--- src/rtl/branch_redirect_unit.sv ---
// Frontend recovery for the oldest mispredicted branch:
// latches the record, redirects fetch and holds the flush window.
module branch_redirect_unit #(
  parameter int FLUSH_CYCLES = 2
) (
  input  logic        clk,
  input  logic        rst,
  input  logic [75:0] IN_branch,
  input  logic [6:0]  IN_ROB_curSqN,
  input  logic [6:0]  IN_RN_nextSqN,
  output logic        OUT_redirValid,
  output logic [31:0] OUT_redirPC,
  output logic [4:0]  OUT_redirFetchID,
  output logic [15:0] OUT_redirHistory,
  output logic        OUT_mispredFlush,
  output logic [6:0]  OUT_flushSqN,
  output logic [6:0]  OUT_flushLoadSqN,
  output logic [6:0]  OUT_flushStoreSqN,
  output logic        OUT_stallRename
);

  localparam int CW = (FLUSH_CYCLES > 1) ? $clog2(FLUSH_CYCLES) : 1;
  localparam logic [CW-1:0] CNT_LOAD = CW'(FLUSH_CYCLES - 1);

  typedef struct packed {
    logic [31:0] pc;
    logic [6:0]  sqn;
    logic [6:0]  lsqn;
    logic [6:0]  ssqn;
    logic        flush;
    logic [4:0]  fid;
    logic [15:0] hist;
    logic        vld;
  } br_t;

  typedef enum logic [1:0] {
    IDLE,
    DRAIN,
    FLUSH
  } state_t;

  br_t         in_br;
  state_t      state_q;
  state_t      state_n;
  logic [CW-1:0] cnt_q;
  logic [CW-1:0] cnt_n;
  logic [31:0] rec_pc;
  logic [4:0]  rec_fid;
  logic [15:0] rec_hist;
  logic [6:0]  sqn_diff;
  logic        older;
  logic        accept;
  logic        redir_n;
  logic [31:0] src_pc;
  logic [4:0]  src_fid;
  logic [15:0] src_hist;

  assign in_br = br_t'(IN_branch);

  // Sign of the modulo-128 difference orders wrapping sqNs.
  assign sqn_diff = in_br.sqn - OUT_flushSqN;
  assign older    = sqn_diff[6];
  assign accept   = in_br.vld &&
                    ((state_q == IDLE) || older);

  always_comb begin
    state_n  = state_q;
    cnt_n    = cnt_q;
    redir_n  = 1'b0;
    src_pc   = rec_pc;
    src_fid  = rec_fid;
    src_hist = rec_hist;
    if (accept) begin
      src_pc   = in_br.pc;
      src_fid  = in_br.fid;
      src_hist = in_br.hist;
      if (in_br.flush) begin
        state_n = DRAIN;
      end else begin
        state_n = FLUSH;
        cnt_n   = CNT_LOAD;
        redir_n = 1'b1;
      end
    end else begin
      unique case (state_q)
        IDLE: begin
          state_n = IDLE;
        end
        DRAIN: begin
          if (IN_ROB_curSqN == IN_RN_nextSqN) begin
            state_n = FLUSH;
            cnt_n   = CNT_LOAD;
            redir_n = 1'b1;
          end
        end
        FLUSH: begin
          if (cnt_q == '0) begin
            state_n = IDLE;
          end else begin
            cnt_n = cnt_q - CW'(1);
          end
        end
        default: begin
          state_n = IDLE;
        end
      endcase
    end
  end

  always_ff @(posedge clk or negedge rst) begin
    if (!rst) begin
      state_q           <= IDLE;
      cnt_q             <= '0;
      rec_pc            <= '0;
      rec_fid           <= '0;
      rec_hist          <= '0;
      OUT_redirValid    <= 1'b0;
      OUT_redirPC       <= '0;
      OUT_redirFetchID  <= '0;
      OUT_redirHistory  <= '0;
      OUT_mispredFlush  <= 1'b0;
      OUT_flushSqN      <= '0;
      OUT_flushLoadSqN  <= '0;
      OUT_flushStoreSqN <= '0;
    end else begin
      state_q          <= state_n;
      cnt_q            <= cnt_n;
      OUT_redirValid   <= redir_n;
      OUT_mispredFlush <= (state_n != IDLE);
      if (accept) begin
        rec_pc            <= in_br.pc;
        rec_fid           <= in_br.fid;
        rec_hist          <= in_br.hist;
        OUT_flushSqN      <= in_br.sqn;
        OUT_flushLoadSqN  <= in_br.lsqn;
        OUT_flushStoreSqN <= in_br.ssqn;
      end
      if (redir_n) begin
        OUT_redirPC      <= src_pc;
        OUT_redirFetchID <= src_fid;
        OUT_redirHistory <= src_hist;
      end
    end
  end

  assign OUT_stallRename = OUT_mispredFlush;

endmodule
--- config.mk ---
export PLATFORM = sky130hd
export DESIGN_NAME = branch_redirect_unit
export DESIGN_NICKNAME = d
export VERILOG_FILES = /design/src/rtl/branch_redirect_unit.sv
export SDC_FILE = /design/constraint.sdc
export NUM_CORES = 1
export LEC_CHECK = 0
export BUFFER_PORTS_ARGS = -buffer_cell sky130_fd_sc_hd__clkbuf_2
export CORE_ASPECT_RATIO = 1.75
export CORE_MARGIN = 1.5
export CORE_UTILIZATION = 48
export DETAILED_ROUTE_END_ITERATION = 12
export PLACE_DENSITY = 0.83
export REMOVE_ABC_BUFFERS = 1
export SKIP_CTS_REPAIR_TIMING = 1
export SYNTH_ARGS = -nofsm -noshare
export SYNTH_HDL_FRONTEND = slang
export SYNTH_SLANG_ARGS = --single-unit
--- constraint.sdc ---
create_clock -name clk -period 2.55 [get_ports clk]
set_input_delay 0.1275 -clock clk [delete_from_list [all_inputs] [get_ports clk]]
set_output_delay 0.1275 -clock clk [all_outputs]
set_load 0.01 [all_outputs]
==> impl_metrics.env <==
export IMPL_min_path_type="in2reg"
export IMPL_routedWlPerCell_um=18.9
export IMPL_status="complete, but fails checks"
export IMPL_cts_made_buffers=17
export IMPL_grt_use_total_pct=22.7
export IMPL_power_leakage_nw=3.98
export IMPL_clk_path_buf_depth=2
export IMPL_tightest_slew_ps=709
export IMPL_synth_cell_types=29
export IMPL_drive_gt1_share_pct=33.0
export IMPL_setup_viol=0
export IMPL_vias_per_cell=5.69
export IMPL_antenna_cells=0
export IMPL_fin_worst_skew_ps=8.23
export IMPL_path_class="in2reg"
export IMPL_post_synth_cell_area_avg_um2=14.0
export IMPL_cp_required_ps=2830
export IMPL_synth_top_cell_area_share_pct=58.7
export IMPL_fin_crit_sh_pct=93.1
export IMPL_initialDrtViolationCount=312
export IMPL_grt_pass1_wl_um=22000
export IMPL_layout_cells_non_filler=795
export IMPL_start_util_pct=48.9
export IMPL_htree_levels=4
export IMPL_cts_num_sinks=132
export IMPL_synthCells=403
export IMPL_fillCellCount=789
export IMPL_maxSlewViolCount=0
export IMPL_synth_seq_cells=132
export IMPL_clk_latency_ps=410
export IMPL_clk_pin_slew_ps=60
export IMPL_drc_errors=10
export IMPL_max_clock_freq_ghz=0.421
export IMPL_critPathArrivalTime_ps=2650
export IMPL_hold_viol=1
export IMPL_drt_pass1_iterations=10
export IMPL_routed_wl_um=15100
export IMPL_grt_pass1_vias=4564
export IMPL_io_pins=169
export IMPL_synth_top_area_cell="dfrtp_1"
export IMPL_dieArea_mm2=0.0124
export IMPL_peakVddDrop_uv=569
export IMPL_overflow=0
export IMPL_fin_hold_ws_ps=-8.78
export IMPL_port_buffers=168
export IMPL_die_x_um=84.9
export IMPL_rows=52
export IMPL_coreArea_mm2=0.0115
export IMPL_synthTopCellsByArea="dfrtp_1 59%, mux2_1 15%, a221o_1 9.6%"
export IMPL_nets=749
export IMPL_crit_path_max_fanout=22
export IMPL_grt_setup_unrepaired="no"
export IMPL_failed_checks="design-rule violations, negative hold slack"
export IMPL_area_growth_pct=40.8
export IMPL_ys_seq_area_share_pct=58.7
export IMPL_ys_warn_count=0
export IMPL_dp_cells=687
export IMPL_ant_nets=0
export IMPL_total_power_w=0.00829
export IMPL_place_hpwl_um=9310
export IMPL_powerDensity_mw_per_mm2=1050
export IMPL_cts_tree="done"
export IMPL_syn_area_mm2=0.00563
export IMPL_period_minus_slack_ps=2370
export IMPL_startpoint_type="primary input"
export IMPL_die_h_um=146
export IMPL_grt_max_degree=63
export IMPL_place_congestion=0.812
export IMPL_cap_violations=0
export IMPL_vias=4526
export IMPL_root_buffer="clkbuf_16"
export IMPL_relSlewSlack_pct=52.8
export IMPL_antenna_found_initial=0
export IMPL_cp_end_kind="flop"
export IMPL_fin_tns_setup_ps=0
==> where the power goes <==
part,switching (W),leakage [nW],internal [W]
logic,0.00124,2.13,0.00126
clock network,0.000860,0.275,0.00145
registers,0.000539,1.58,0.00295
total,0.00264,3.98,0.00565
==> sequential cells by signal, indices dropped and copies added (netlist names) <==
register and count:
cnt_q 1, OUT_flushLoadSqN 7, OUT_redirPC 32, state_q 2, rec_pc 32, OUT_flushStoreSqN 7, OUT_redirValid 1, rec_hist 16
OUT_mispredFlush 1, OUT_redirFetchID 5, rec_fid 5, OUT_flushSqN 7, OUT_redirHistory 16
==> logic make-up after synthesis <==
kind of cell,Yosys count,share of synthesized area (%)
AOI/OAI and AO/OA,68,11.5
muxes,76,15.2
DFF,132,58.7
adders and majority gates,8,1.78
buffers and inverters,44,4.56
xor gates and xnor gates,8,1.25
and+or+nand+nor,67,7.00
==> worst max-delay path, stage by stage <==
cell           delay (ps)
dlygate4sd3_1         550
clkbuf_2              130
ha_1                  310
a21oi_1               180
o21ai_1                90
a211o_1               320
o211ai_4              230
a21oi_4               120
buf_4                 240
a221o_1               340
==> final timing paths <==
check | from | endpoint | slack [ps] | depth (start not counted)
max in group asynchronous | rst | cnt_q | 1440 | 3
max reg2reg | OUT_flushSqN[3] | OUT_redirFetchID[1] | 190 | 9
min reg2reg | rec_hist[11] | rec_hist[11] | 480 | 1
max | IN_branch[40] | OUT_redirFetchID[1] | 180 | 10
min | IN_branch[64] | rec_pc[20] | -9 | 2
min in group asynchronous | rst | OUT_redirPC[25] | 310 | 2
==> layout make-up <==
| cell class | instances | area (um2) | area share [%] |
|---|---|---|---|
| timing repair buffer | 259 | 1760 | 22.2 |
| inverter | 12 | 45.0 | 0.569 |
| tap | 135 | 169 | 2.13 |
| clock inverter | 10 | 110 | 1.39 |
| multi-input combinational | 227 | 2090 | 26.3 |
| sequential | 132 | 3300 | 41.7 |
| clock buffer | 20 | 447 | 5.64 |
==> stage by stage <==
| step | setup WS, ps | cell area (um2) | util, % |
|---|---|---|---|
| 2_1_floorplan | -2900 | 5420 | - |
| 4_1_cts | 78.8 | 7150 | 62.1 |
| 6_report | 176 | 7920 | 68.8 |
| 3_3_place_gp | 191 | 6590 | 57.3 |
| 5_1_grt | 57.6 | 7920 | 68.8 |
| 3_5_place_dp | 94.3 | 6590 | 57.3 |
==> placed cells by master (no fill, tap or decap), drive strengths merged <==
cell           n
clkbuf       187
dfrtp        132
mux2          75
dlygate4sd3   74
a221o         54
and3          53
buf           18
inv           12
ha             8
clkinv         7
nand2          5
xor2           5
nor2           5
a21oi          5
xnor2          3
nand2b         2
a21o           2
o21ai          2
bufinv         2
o211ai         2
nor4           1
nand4          1
a22oi          1
a211o          1
o2111a         1
mux2i          1
clkinvlp       1
==> synthesized netlist by cell type <==
cell type / number
dfrtp_1: 132
mux2_1: 75
a221o_1: 54
and3_1: 53
inv_1: 11
buf_4: 10
clkbuf_1: 8
ha_1: 8
buf_2: 7
buf_6: 6
nand2_1: 5
nor2_1: 5
xor2_1: 5
a21oi_1: 4
xnor2_1: 3
a21o_1: 2
nand2b_1: 2
o21ai_1: 2
a211o_1: 1
a21oi_4: 1
a22oi_1: 1
buf_1: 1
inv_2: 1
mux2i_1: 1
nand4_1: 1
nor4_1: 1
o2111a_1: 1
o211ai_1: 1
o211ai_2: 1
==> per-layer routing <==
metal | vias to the layer above | GRT usage [%] | wire [um] | share of wire [%]
met3 | 33 | 4.41 | 660 | 4.4
met1 | 2293 | 23.8 | 5380 | 36
met2 | 192 | 42.1 | 8570 | 57
met4 | 0 | 11.6 | 439 | 2.9
li1 | 2008 | - | - | -
met5 | - | 0 | 0 | 0
No activity file was read; power rests on OpenSTA's default activity.
